`config.mk`:
```
export PLATFORM = sky130hd
export DESIGN_NAME = single_softmax_bwd_v
export DESIGN_NICKNAME = d
export VERILOG_FILES = /design/src/rtl/softmax_pkg.sv /design/src/rtl/single_fp_seq_unit.sv /design/src/rtl/single_softmax_bwd_v.sv
export SDC_FILE = /design/constraint.sdc
export NUM_CORES = 2
export LEC_CHECK = 0
export CAP_MARGIN = 20
export CORE_MARGIN = 1
export CORE_UTILIZATION = 50
export CTS_CLUSTER_DIAMETER = 60
export DETAILED_ROUTE_END_ITERATION = 6
export PLACE_DENSITY_LB_ADDON = 0.12
export SLEW_MARGIN = 25
export SYNTH_ARGS = -nofsm -noshare
export SYNTH_HDL_FRONTEND = slang
export SYNTH_SLANG_ARGS = --single-unit
```
`constraint.sdc`:
```
create_clock -name clk -period 31.1 [get_ports clk]
set_clock_uncertainty 0.15 [all_clocks]
set_input_delay 9.33 -clock clk [delete_from_list [all_inputs] [get_ports clk]]
set_output_delay 9.33 -clock clk [all_outputs]
set_load 0.02 [all_outputs]
```
`src/rtl/softmax_pkg.sv`:
```
// Shared state encoding, FP constants and scalar IEEE-754 single-precision helpers
// (round-to-nearest-even, subnormals flushed to signed zero) for the softmax backward block.
package softmax_pkg;

  typedef enum logic [2:0] {
    IDLE    = 3'd0,
    DOT_MUL = 3'd1,
    DOT_ADD = 3'd2,
    EL_SUB  = 3'd3,
    EL_MUL  = 3'd4
  } state_t;

  localparam logic [31:0] FP_ZERO     = 32'h00000000;
  localparam logic [31:0] FP_ONE      = 32'h3F800000;
  localparam int          FP_SIGN_BIT = 31;
  localparam logic [31:0] FP_QNAN     = 32'h7FC00000;
  localparam logic [7:0]  FP_EXP_MAX  = 8'hFF;

  function automatic logic [4:0] clz27(input logic [26:0] v);
    logic [4:0] c;
    logic       found;
    c     = 5'd0;
    found = 1'b0;
    for (int i = 26; i >= 0; i--) begin
      if (!found && v[i]) found = 1'b1;
      else if (!found)    c = c + 5'd1;
      else                c = c;
    end
    return c;
  endfunction

  function automatic logic [31:0] fp_mul(input logic [31:0] a, input logic [31:0] b);
    logic               sr, guard, sticky, rnd, a_zero, b_zero, a_inf, b_inf, a_nan, b_nan;
    logic [47:0]        prod;
    logic [22:0]        mant;
    logic [23:0]        mr;
    logic signed [9:0]  er;
    logic [31:0]        r;
    sr     = a[FP_SIGN_BIT] ^ b[FP_SIGN_BIT];
    a_zero = (a[30:23] == 8'd0);
    b_zero = (b[30:23] == 8'd0);
    a_inf  = (a[30:23] == FP_EXP_MAX) && (a[22:0] == 23'd0);
    b_inf  = (b[30:23] == FP_EXP_MAX) && (b[22:0] == 23'd0);
    a_nan  = (a[30:23] == FP_EXP_MAX) && (a[22:0] != 23'd0);
    b_nan  = (b[30:23] == FP_EXP_MAX) && (b[22:0] != 23'd0);
    prod   = 48'({1'b1, a[22:0]}) * 48'({1'b1, b[22:0]});
    er     = $signed({2'b00, a[30:23]}) + $signed({2'b00, b[30:23]}) - 10'sd127;
    if (prod[47]) begin
      mant   = prod[46:24];
      guard  = prod[23];
      sticky = |prod[22:0];
      er     = er + 10'sd1;
    end else begin
      mant   = prod[45:23];
      guard  = prod[22];
      sticky = |prod[21:0];
    end
    rnd = guard & (sticky | mant[0]);
    mr  = {1'b0, mant} + {23'd0, rnd};
    if (mr[23]) er = er + 10'sd1;
    else        er = er;
    if (a_nan || b_nan || (a_inf && b_zero) || (b_inf && a_zero)) r = FP_QNAN;
    else if (a_inf || b_inf)   r = {sr, FP_EXP_MAX, 23'd0};
    else if (a_zero || b_zero) r = {sr, 31'd0};
    else if (er >= 10'sd255)   r = {sr, FP_EXP_MAX, 23'd0};
    else if (er <= 10'sd0)     r = {sr, 31'd0};
    else                       r = {sr, er[7:0], mr[22:0]};
    return r;
  endfunction

  // Operands are swapped so x has the larger magnitude; y is aligned with a sticky bit.
  function automatic logic [31:0] fp_add(input logic [31:0] a, input logic [31:0] b);
    logic               a_zero, b_zero, a_inf, b_inf, a_nan, b_nan, cancel, rnd;
    logic [31:0]        x, y, r;
    logic [26:0]        mx, my, msh, n;
    logic [27:0]        sum;
    logic [7:0]         d;
    logic [4:0]         lz;
    logic [23:0]        mr;
    logic signed [9:0]  er;
    a_zero = (a[30:23] == 8'd0);
    b_zero = (b[30:23] == 8'd0);
    a_inf  = (a[30:23] == FP_EXP_MAX) && (a[22:0] == 23'd0);
    b_inf  = (b[30:23] == FP_EXP_MAX) && (b[22:0] == 23'd0);
    a_nan  = (a[30:23] == FP_EXP_MAX) && (a[22:0] != 23'd0);
    b_nan  = (b[30:23] == FP_EXP_MAX) && (b[22:0] != 23'd0);
    if (a[30:0] >= b[30:0]) begin
      x = a;
      y = b;
    end else begin
      x = b;
      y = a;
    end
    mx = {1'b1, x[22:0], 3'b000};
    my = {1'b1, y[22:0], 3'b000};
    d  = x[30:23] - y[30:23];
    if (d >= 8'd27) begin
      msh = 27'd1;
    end else begin
      msh    = my >> d;
      msh[0] = msh[0] | ((my & ~(27'h7FFFFFF << d)) != 27'd0);
    end
    er     = $signed({2'b00, x[30:23]});
    lz     = 5'd0;
    cancel = 1'b0;
    if (x[FP_SIGN_BIT] == y[FP_SIGN_BIT]) begin
      sum = {1'b0, mx} + {1'b0, msh};
      if (sum[27]) begin
        n  = {sum[27:2], sum[1] | sum[0]};
        er = er + 10'sd1;
      end else begin
        n  = sum[26:0];
      end
    end else begin
      sum    = {1'b0, mx} - {1'b0, msh};
      cancel = (sum == 28'd0);
      lz     = clz27(sum[26:0]);
      n      = sum[26:0] << lz;
      er     = er - $signed({5'd0, lz});
    end
    rnd = n[2] & (n[1] | n[0] | n[3]);
    mr  = {1'b0, n[25:3]} + {23'd0, rnd};
    if (mr[23]) er = er + 10'sd1;
    else        er = er;
    if (a_nan || b_nan || (a_inf && b_inf && (a[FP_SIGN_BIT] != b[FP_SIGN_BIT]))) r = FP_QNAN;
    else if (a_inf)            r = a;
    else if (b_inf)            r = b;
    else if (a_zero && b_zero) r = {a[FP_SIGN_BIT] & b[FP_SIGN_BIT], 31'd0};
    else if (a_zero)           r = b;
    else if (b_zero)           r = a;
    else if (cancel)           r = FP_ZERO;
    else if (er <= 10'sd0)     r = {x[FP_SIGN_BIT], 31'd0};
    else if (er >= 10'sd255)   r = {x[FP_SIGN_BIT], FP_EXP_MAX, 23'd0};
    else                       r = {x[FP_SIGN_BIT], er[7:0], mr[22:0]};
    return r;
  endfunction

endpackage

```
`src/rtl/single_fp_seq_unit.sv`:
```
// One scalar FP multiplier and one scalar FP adder/subtractor; each takes an issue pulse,
// counts down its latency and raises a one-cycle result_valid with the held result.
module single_fp_seq_unit
  import softmax_pkg::*;
#(
  parameter int MUL_LAT = 3,
  parameter int ADD_LAT = 3
) (
  input  logic        clk,
  input  logic        rstn,
  input  logic        mul_issue,
  input  logic [31:0] mul_a,
  input  logic [31:0] mul_b,
  input  logic        add_issue,
  input  logic        add_sub,
  input  logic [31:0] add_a,
  input  logic [31:0] add_b,
  output logic        mul_valid,
  output logic [31:0] mul_result,
  output logic        add_valid,
  output logic [31:0] add_result
);

  localparam int MCW = (MUL_LAT > 1) ? $clog2(MUL_LAT + 1) : 1;
  localparam int ACW = (ADD_LAT > 1) ? $clog2(ADD_LAT + 1) : 1;

  logic [MCW-1:0] mul_cnt;
  logic [ACW-1:0] add_cnt;

  // Multiplier: result computed at issue, released after MUL_LAT cycles
  always_ff @(posedge clk or negedge rstn) begin
    if (!rstn) begin
      mul_cnt    <= MCW'(0);
      mul_valid  <= 1'b0;
      mul_result <= FP_ZERO;
    end else if (mul_issue) begin
      mul_result <= fp_mul(mul_a, mul_b);
      mul_cnt    <= MCW'(MUL_LAT - 1);
      mul_valid  <= (MUL_LAT == 1);
    end else if (mul_cnt != MCW'(0)) begin
      mul_cnt    <= mul_cnt - MCW'(1);
      mul_valid  <= (mul_cnt == MCW'(1));
    end else begin
      mul_valid  <= 1'b0;
    end
  end

  // Adder: add_sub flips the sign of b so subtraction is a plain add
  always_ff @(posedge clk or negedge rstn) begin
    if (!rstn) begin
      add_cnt    <= ACW'(0);
      add_valid  <= 1'b0;
      add_result <= FP_ZERO;
    end else if (add_issue) begin
      add_result <= fp_add(add_a, {add_b[FP_SIGN_BIT] ^ add_sub, add_b[30:0]});
      add_cnt    <= ACW'(ADD_LAT - 1);
      add_valid  <= (ADD_LAT == 1);
    end else if (add_cnt != ACW'(0)) begin
      add_cnt    <= add_cnt - ACW'(1);
      add_valid  <= (add_cnt == ACW'(1));
    end else begin
      add_valid  <= 1'b0;
    end
  end

endmodule

```
`src/rtl/single_softmax_bwd_v.sv`:
```
// Serial softmax backward pass dx[i] = y[i]*(dy[i] - sum_j y[j]*dy[j]) on one FP mul + one FP add.
// Optional build macro SOFTMAX_BWD_DOT_OUT_EN adds the 'dot' output carrying the final sum.
module single_softmax_bwd_v
  import softmax_pkg::*;
#(
  parameter int WIDTH   = 8,
  parameter int MUL_LAT = 3,
  parameter int ADD_LAT = 3
) (
  input  logic                   clk,
  input  logic                   rstn,
  input  logic                   start,
  input  logic [WIDTH-1:0][31:0] vector_y,
  input  logic [WIDTH-1:0][31:0] vector_dy,
  output logic                   busy,
  output logic                   done,
  output logic [WIDTH-1:0][31:0] vector_dx
`ifdef SOFTMAX_BWD_DOT_OUT_EN
  ,
  output logic [31:0]            dot
`endif
);

  localparam int IW = (WIDTH > 1) ? $clog2(WIDTH) : 1;

  state_t                 state, state_nx;
  logic [IW-1:0]          idx, idx_inc;
  logic                   last, first_r;
  logic [31:0]            acc;
  logic [WIDTH-1:0][31:0] y_r, dy_r, dx_work;

  logic        mul_issue, add_issue, add_sub, mul_valid, add_valid;
  logic [31:0] mul_a, mul_b, add_a, add_b, mul_result, add_result;

  assign last    = (idx == IW'(WIDTH - 1));
  assign idx_inc = idx + IW'(1);

  single_fp_seq_unit #(
    .MUL_LAT(MUL_LAT),
    .ADD_LAT(ADD_LAT)
  ) u_fp (
    .clk       (clk),
    .rstn      (rstn),
    .mul_issue (mul_issue),
    .mul_a     (mul_a),
    .mul_b     (mul_b),
    .add_issue (add_issue),
    .add_sub   (add_sub),
    .add_a     (add_a),
    .add_b     (add_b),
    .mul_valid (mul_valid),
    .mul_result(mul_result),
    .add_valid (add_valid),
    .add_result(add_result)
  );

  // State register
  always_ff @(posedge clk or negedge rstn) begin
    if (!rstn) state <= IDLE;
    else       state <= state_nx;
  end

  // Next-state: each phase ends on the result_valid of the unit it waits on
  always_comb begin
    state_nx = state;
    case (state)
      IDLE:    if (start)     state_nx = DOT_MUL;
               else           state_nx = IDLE;
      DOT_MUL: if (mul_valid) state_nx = DOT_ADD;
               else           state_nx = DOT_MUL;
      DOT_ADD: if (add_valid) state_nx = last ? EL_SUB : DOT_MUL;
               else           state_nx = DOT_ADD;
      EL_SUB:  if (add_valid) state_nx = EL_MUL;
               else           state_nx = EL_SUB;
      EL_MUL:  if (mul_valid) state_nx = last ? IDLE : EL_SUB;
               else           state_nx = EL_MUL;
      default:                state_nx = IDLE;
    endcase
  end

  // Issue logic: the next operation launches on the same edge that ends the current phase,
  // using bypassed unit results so no cycle is lost per phase.
  always_comb begin
    mul_issue = 1'b0;
    mul_a     = FP_ZERO;
    mul_b     = FP_ZERO;
    add_issue = 1'b0;
    add_sub   = 1'b0;
    add_a     = FP_ZERO;
    add_b     = FP_ZERO;
    case (state)
      DOT_MUL: begin
        if (first_r) begin
          mul_issue = 1'b1;
          mul_a     = y_r[idx];
          mul_b     = dy_r[idx];
        end else if (mul_valid) begin
          add_issue = 1'b1;
          add_a     = acc;
          add_b     = mul_result;
        end else begin
          add_issue = 1'b0;
        end
      end
      DOT_ADD: begin
        if (add_valid && last) begin
          add_issue = 1'b1;
          add_sub   = 1'b1;
          add_a     = dy_r[0];
          add_b     = add_result;
        end else if (add_valid) begin
          mul_issue = 1'b1;
          mul_a     = y_r[idx_inc];
          mul_b     = dy_r[idx_inc];
        end else begin
          mul_issue = 1'b0;
        end
      end
      EL_SUB: begin
        if (add_valid) begin
          mul_issue = 1'b1;
          mul_a     = y_r[idx];
          mul_b     = add_result;
        end else begin
          mul_issue = 1'b0;
        end
      end
      EL_MUL: begin
        if (mul_valid && !last) begin
          add_issue = 1'b1;
          add_sub   = 1'b1;
          add_a     = dy_r[idx_inc];
          add_b     = acc;
        end else begin
          add_issue = 1'b0;
        end
      end
      default: begin
        mul_issue = 1'b0;
        add_issue = 1'b0;
      end
    endcase
  end

  // Datapath registers and outputs; vector_dx is published only as a whole on done
  always_ff @(posedge clk or negedge rstn) begin
    if (!rstn) begin
      idx       <= IW'(0);
      first_r   <= 1'b0;
      acc       <= FP_ZERO;
      y_r       <= {WIDTH{FP_ZERO}};
      dy_r      <= {WIDTH{FP_ZERO}};
      dx_work   <= {WIDTH{FP_ZERO}};
      vector_dx <= {WIDTH{FP_ZERO}};
      busy      <= 1'b0;
      done      <= 1'b0;
`ifdef SOFTMAX_BWD_DOT_OUT_EN
      dot       <= FP_ZERO;
`endif
    end else begin
      done    <= 1'b0;
      first_r <= 1'b0;
      case (state)
        IDLE: begin
          if (start) begin
            y_r     <= vector_y;
            dy_r    <= vector_dy;
            acc     <= FP_ZERO;
            idx     <= IW'(0);
            first_r <= 1'b1;
            busy    <= 1'b1;
          end
        end
        DOT_ADD: begin
          if (add_valid) begin
            acc <= add_result;
            idx <= last ? IW'(0) : idx_inc;
          end
        end
        EL_MUL: begin
          if (mul_valid) begin
            dx_work[idx] <= mul_result;
            if (last) begin
              for (int i = 0; i < WIDTH; i++)
                vector_dx[i] <= (IW'(i) == idx) ? mul_result : dx_work[i];
              done <= 1'b1;
              busy <= 1'b0;
              idx  <= IW'(0);
`ifdef SOFTMAX_BWD_DOT_OUT_EN
              dot  <= acc;
`endif
            end else begin
              idx <= idx_inc;
            end
          end
        end
        default: begin
          idx <= idx;
        end
      endcase
    end
  end

endmodule

```
; Yosys cells after proc, flatten, opt, wreduce, memory -nomap -nowiden
; Cells that the tools add are included.
[word_totals]
inputBits = 515
ff_bits = 1135
wordCells = 548
[op_classes]
n_shift = 3
addsub = 41
multipliers = 1
n_lt_le_gt_ge = 9
n_eq_ne = 24
muxes = 307
bitwise = 12
reduce_logical = 107
[op_table]
columns = operator, count
row1 = $mux 32, 43
row2 = $mux 5, 106
row3 = $bmux 32 s3, 4
row4 = $pmux 32 s3, 4
row5 = $bwmux 256, 1
row6 = $mux 31, 6
row7 = $add 5x1->5 const B, 26
row8 = $mux 1, 105
row9 = $demux 32 s3, 1
row10 = $logic_not 23->1, 4
row11 = $reduce_bool 23->1, 4
row12 = $mux 10, 9
row13 = $mux 26, 3
row14 = $pmux 32 s2, 1
row15 = $mux 27, 2
row16 = $add 23x1->24, 2
row17 = $mul 24x24->48, 1
row18 = $mux 23, 2
row19 = $logic_and 1x1->1, 42
row20 = $eq 8x8->1 const B, 4
row21 = $logic_not 8->1, 4
row22 = $ge 31x31->1, 1
row23 = $add 10x2->10 const B, 3
row24 = $add 27x27->28, 1
row25 = other kinds (50), 125

; Logic depth before layout (Yosys ltp)
[logic_depth]
ltp_word = 169
ltp_mapped = 161
ltp_nobuf = 143

; Cells and area by module
; A second synthesis with hierarchy kept.
[hier_totals]
cells_unflattened = 8523
area_unflattened_um2 = 88611.2
[by_module_without_submodules]
columns = mod, n_inst, area_each_um2, cells_per_inst
row1 = single_softmax_bwd_v, 1, 51330.5, 3766
row2 = single_fp_seq_unit, 1, 37280.8, 4757

; Least setup slack after synthesis
; No wires, ideal clock.
[synth_path]
kind = register to register
start = register idx[0]
end = register u_fp.add_result[18]
t_required_ns = 30.824
path_stages_with_launch = 158
arrival_time_ns = 30.953
path_slack_ns = -0.129
path_cell_list = dfrtp_1 > buf_6 > inv_2 > buf_1 > ha_1 > buf_2 > buf_2 > mux4_2 > mux2_2 > a222oi_1 > inv_1 > ha_1 > nand4_1 > nor4_1 > a2111oi_0 > o311ai_2 > nor2_1 > clkbuf_1 > (+122 left out) > nand2b_1 > o22ai_1 > a311oi_1 > nor2_1 > ha_1 > nand2_1 > or3_1 > buf_2 > or4_1 > buf_2 > nor4b_4 > mux2_1 > a221oi_2 > a21oi_1 > buf_2 > nand4_4 > a211oi_2 > a221o_1
[synth_between]
elab_chain_cells = 169
word_cells_on_any_way = 348
classes_between = 34 x add/sub / 4 x order compare / 5 x eq/ne / 3 x shift / 222 x mux / 8 x bitwise / 72 x reduce/logical
[synth_lines]
columns = item, line
row1 = "start, declared", single_softmax_bwd_v.sv:27  ; logic [IW-1:0] idx, idx_inc;
row2 = "start signal, assigned", single_softmax_bwd_v.sv:177  ; idx <= last ? IW'(0) : idx_inc;
row3 = "start signal, assigned", single_softmax_bwd_v.sv:193  ; idx <= idx_inc;
row4 = "start signal, assigned", single_softmax_bwd_v.sv:198  ; idx <= idx;
row5 = $add 3x1->3 / $eq 3x3->1 (equally long branches), "single_softmax_bwd_v.sv:36, single_softmax_bwd_v.sv:35"
row6 = $bmux 32 s3 / $logic_not 1->1 (equally long branches), "single_softmax_bwd_v.sv:132, single_softmax_bwd_v.sv:129"
row7 = $mux 32 (not written as such) / $logic_and 1x1->1 (equally long branches), "single_softmax_bwd_v.sv:132, single_softmax_bwd_v.sv:129"
row8 = $mux 32, single_softmax_bwd_v.sv:129  ; if (mul_valid && !last) begin
row9 = $pmux 32 s3, single_softmax_bwd_v.sv:91  ; case (state)
row10 = $ge 31x31->1, softmax_pkg.sv:87  ; if (a[30:0] >= b[30:0]) begin
row11 = $mux 32, softmax_pkg.sv:87
row12 = $mux 32, single_fp_seq_unit.sv:54  ; end else if (add_issue) begin
row13 = (+153 left out), --
row14 = $mux 31, softmax_pkg.sv:132  ; else if (er <= 10'sd0) r = {x[FP_SIGN_BIT], 31'd0};
row15 = $mux 32, softmax_pkg.sv:131  ; else if (cancel) r = FP_ZERO;
row16 = $mux 32, softmax_pkg.sv:130  ; else if (b_zero) r = a;
row17 = $mux 32, softmax_pkg.sv:129  ; else if (a_zero) r = b;
row18 = $mux 32, softmax_pkg.sv:128  ; else if (a_zero && b_zero) r = {a[FP_SIGN_BIT] & b[FP_SIGN_BIT], 31'd0};
row19 = $mux 32, softmax_pkg.sv:127  ; else if (b_inf) r = b;
row20 = $mux 32, softmax_pkg.sv:126  ; else if (a_inf) r = a;
row21 = $mux 32, softmax_pkg.sv:125  ; if (a_nan || b_nan || (a_inf && b_inf && (a[FP_SIGN_BIT] != b[FP_SIGN_BIT]))) r = FP_QNAN;
row22 = "end signal, assigned", single_fp_seq_unit.sv:55  ; add_result <= fp_add(add_a, {add_b[FP_SIGN_BIT] ^ add_sub, add_b[30:0]});
row23 = "end, declared", single_fp_seq_unit.sv:21  ; output logic [31:0] add_result
; Parallel ways exist; a longest one is shown, timed or not. The select of a mux whose other input is x is not followed.
; A chain may end at the register's enable or synchronous reset.

; Worst setup path after layout
[layout_path]
start = register idx[1]
end = register u_fp.add_result[26]
; Same word-level chain as after synthesis.

==> flow_summary.json <==
{
  "outcome": "complete, but fails checks",
  "failed_checks": "design-rule violations",
  "dp_hpwl_mm": 257,
  "cts_buffer_depth": 3,
  "synth-simple-area-share_pct": 11.1,
  "final-seq-area_um2": 28400,
  "syn_inst": 8707,
  "worst-setup-path-type": "reg2reg",
  "synth_area_leaders": "dfrtp_1 (33%), fa_1 (11%), mux2_2 (10%)",
  "cts_tree": "built",
  "dieHeight_um": 418,
  "final-setup-viol-count": 0,
  "synth_cell_type_count": 119,
  "min_period_over_period_pct": 94.3,
  "yosysSeqAreaShare_pct": 32.8,
  "syn_area_um2": 86500,
  "drtPass1Iterations": 7,
  "synth_edf_count": 0,
  "period_minus_slack_ns": 29.32,
  "grt_pass1_wl_mm": 501,
  "drive_gt1_share_pct": 17.8,
  "max_slew_margin_pct": 19.7,
  "reg2reg_depth": 145,
  "hold_viol": 0,
  "synth_compound_area_share_pct": 13.7,
  "clock_latency_ns": 0.79,
  "viasPerCell": 6.27,
  "synth-seq-cells": 1135,
  "grt_overflow_total": 0,
  "r2r-start": "idx[1]",
  "worstHoldPathCells": 2,
  "fillCellCount": 14600,
  "rows": 152,
  "crit_arrival_ns": 29.83,
  "synth_nets": 10000,
  "wl_mm": 342,
  "path_max_fanout": 9,
  "final_max_slew_viol_count": 0,
  "io_buffers": 772,
  "htreeDepth": 4,
  "end_kind": "flop",
  "yosys.area_share.adder_pct": 15.7,
  "synthArstFlopShare_pct": 100,
  "synthXorXnorAreaFrac_pct": 2.47,
  "tns_ns": 0,
  "grt_pass1_vias": 74100,
  "die-width_um": 418,
  "muxShareOfSynthArea_pct": 18.3,
  "r2r_end": "u_fp.add_result[26]",
  "grt_max_degree": 194,
  "antenna_found_initial": 81,
  "worstSetupStartpointType": "flop",
  "max_stage_delay_ns": 0.59,
  "worstHoldStart": "vector_dx[16]",
  "clkTransAtPathRegs_ns": 0.06,
  "cts_root_buf": "clkbuf_16",
  "synth_top_area_share_pct": 32.8,
  "synth_top_flop_cell": "dfrtp_1",
  "area_growth_pct": 19.3,
  "cp-endpoint": "u_fp.add_result[26]",
  "fmax_mhz": 34.1,
  "slowest_stage": "or4_4",
  "synth_largest_area_cell": "dfrtp_1",
  "drtIter0Drc": 7425,
  "design.die.area_um2": 175000,
  "required_ns": 31.62,
  "crit_start": "idx[1]",
  "drv_cap": 0,
  "yosys_warnings": 0,
  "ys_top_cells_by_count": "dfrtp_1 (1135), nand2_1 (1098), mux2_2 (806)",
  "cts.sinks": 1135,
  "worst_pin_slew_ns": 1.20,
  "multi_input_area_um2": 53500,
  "wire_per_inst_um": 28.9,
  "final_net_count": 10700,
  "cts_buffers": 136,
  "core_area_um2": 172000,
  "start_util_pct": 50.4,
  "min_path_type": "reg2reg",
  "floorplan.io_pins": 773,
  "post-route-drc-count": 4,
  "syn_avg_cell_area_um2": 9.93,
  "rsz0062_at_grt": "false",
  "cp_common_cell": "ha_1",
  "synth_top_family_by_area": "multiplexers",
  "grt_usage_pct": 38.8,
  "gp_congestion": 1.05,
  "rrSetupSlack_ns": 1.78,
  "ant_nets": 0,
  "vias": 74400,
  "synth_most_common_cell": "dfrtp_1"
}
==> state kept, by name, summed over array words and instances (netlist names) <==
register         count
acc                 32
busy                 1
done                 1
dx_work            256
dy_r               256
first_r              1
idx                  3
state                3
u_fp.add_cnt         2
u_fp.add_result     32
u_fp.add_valid       1
u_fp.mul_cnt         2
u_fp.mul_result     32
u_fp.mul_valid       1
vector_dx          256
y_r                256
==> timing repair <==
| item | 4_1_cts | 5_1_grt |
|---|---|---|
| buffers inserted | 0 | 12 |
| endpoints found under the setup margin | 0 | 31 |
| hold buffers | 0 | 0 |
| gates resized for setup | 0 | 48 |
==> final cells by class <==
type | instances | area share (%)
Clock inverter | 61 | 0.807
Sequential cell | 1135 | 27.5
Antenna cell | 61 | 0.148
Timing Repair Buffer | 1156 | 10.6
Tap cell | 2310 | 2.80
Clock buffer | 184 | 3.75
Inverter | 687 | 2.50
Multi-Input combinational cell | 6264 | 51.9
==> cell usage in the layout (no fill, tap or decap), types with 48 or more instances in the layout <==
master           netlist  layout
a221o_1               48      48
a21oi_1              267     264
clkbuf_16              0     139
clkdlybuf4s50_1        0     771
xor2_1                70      69
dfrtp_1             1135    1129
nand4_1               52      52
a21o_1                55      55
nor2_1               389     385
xnor2_1              154     152
inv_1                676     676
mux2i_1              392     390
o21ai_0              515     489
nand2_1             1098    1086
fa_1                 485     485
ha_1                 310     305
nand3_1              122     121
buf_4                  7     355
and2_1                73      70
diode_2                0      61
o21ai_1               33      49
nor3_1               114     102
mux4_2               122     122
a22oi_1              293     293
and3_1                61      60
mux2_2               806     806
==> logic make-up after synthesis <==
kind of cell | count (synthesis)
AOI/OAI and AO/OA | 1763
xor gates and xnor gates | 232
adders and majority gates | 796
buffers and inverters | 1308
DFF | 1135
muxes | 1325
and+or+nand+nor | 2148
==> through the flow <==
stage          util, %  setup WS, ns  hold WS, ns  cells  instance area [um2]
3_3_place_gp      57.0          1.39        0.312  11500                97900
2_1_floorplan        -        0.0587        0.313   8707                86500
5_1_grt           60.1        0.0238        0.341  11800               103000
4_1_cts           59.8         0.924        0.333  11800               103000
6_report          60.1          1.78        0.327  11900               103000
3_5_place_dp      57.0          1.09        0.320  11500                98000
==> critical path, delay by kind of cell, from the launching register on <==
family | cells | cell delay, ns
mux | 12 | 2.98
flops | 1 | 0.52
compound gates | 53 | 9.13
buf+inv | 16 | 2.38
fa+ha+maj | 28 | 8.65
simple gates | 31 | 4.47
xor+xnor | 5 | 0.83
==> metal layers <==
metal | part of all wire, % | vias to the layer above | global-route usage [%] | routed length, um
li1 | - | 32100 | - | -
met1 | 38 | 37300 | 48.1 | 131000
met2 | 46 | 3919 | 60.8 | 156000
met3 | 8.9 | 1014 | 9.41 | 30600
met4 | 7.0 | 38 | 24.6 | 24100
met5 | 0.075 | - | 0 | 258
==> how the worst min path moves through the flow <==
stage	end	slack [ns]
after floorplan	acc[18]	0.31
after CTS	vector_dx[16]	0.33
after global routing	vector_dx[16]	0.34
final	vector_dx[16]	0.33
after detailed placement	busy	0.32
after global placement	vector_dx[7]	0.31
Power is not shown: default switching activity piles up to over one toggle a cycle in this logic, so the estimate is an artifact.
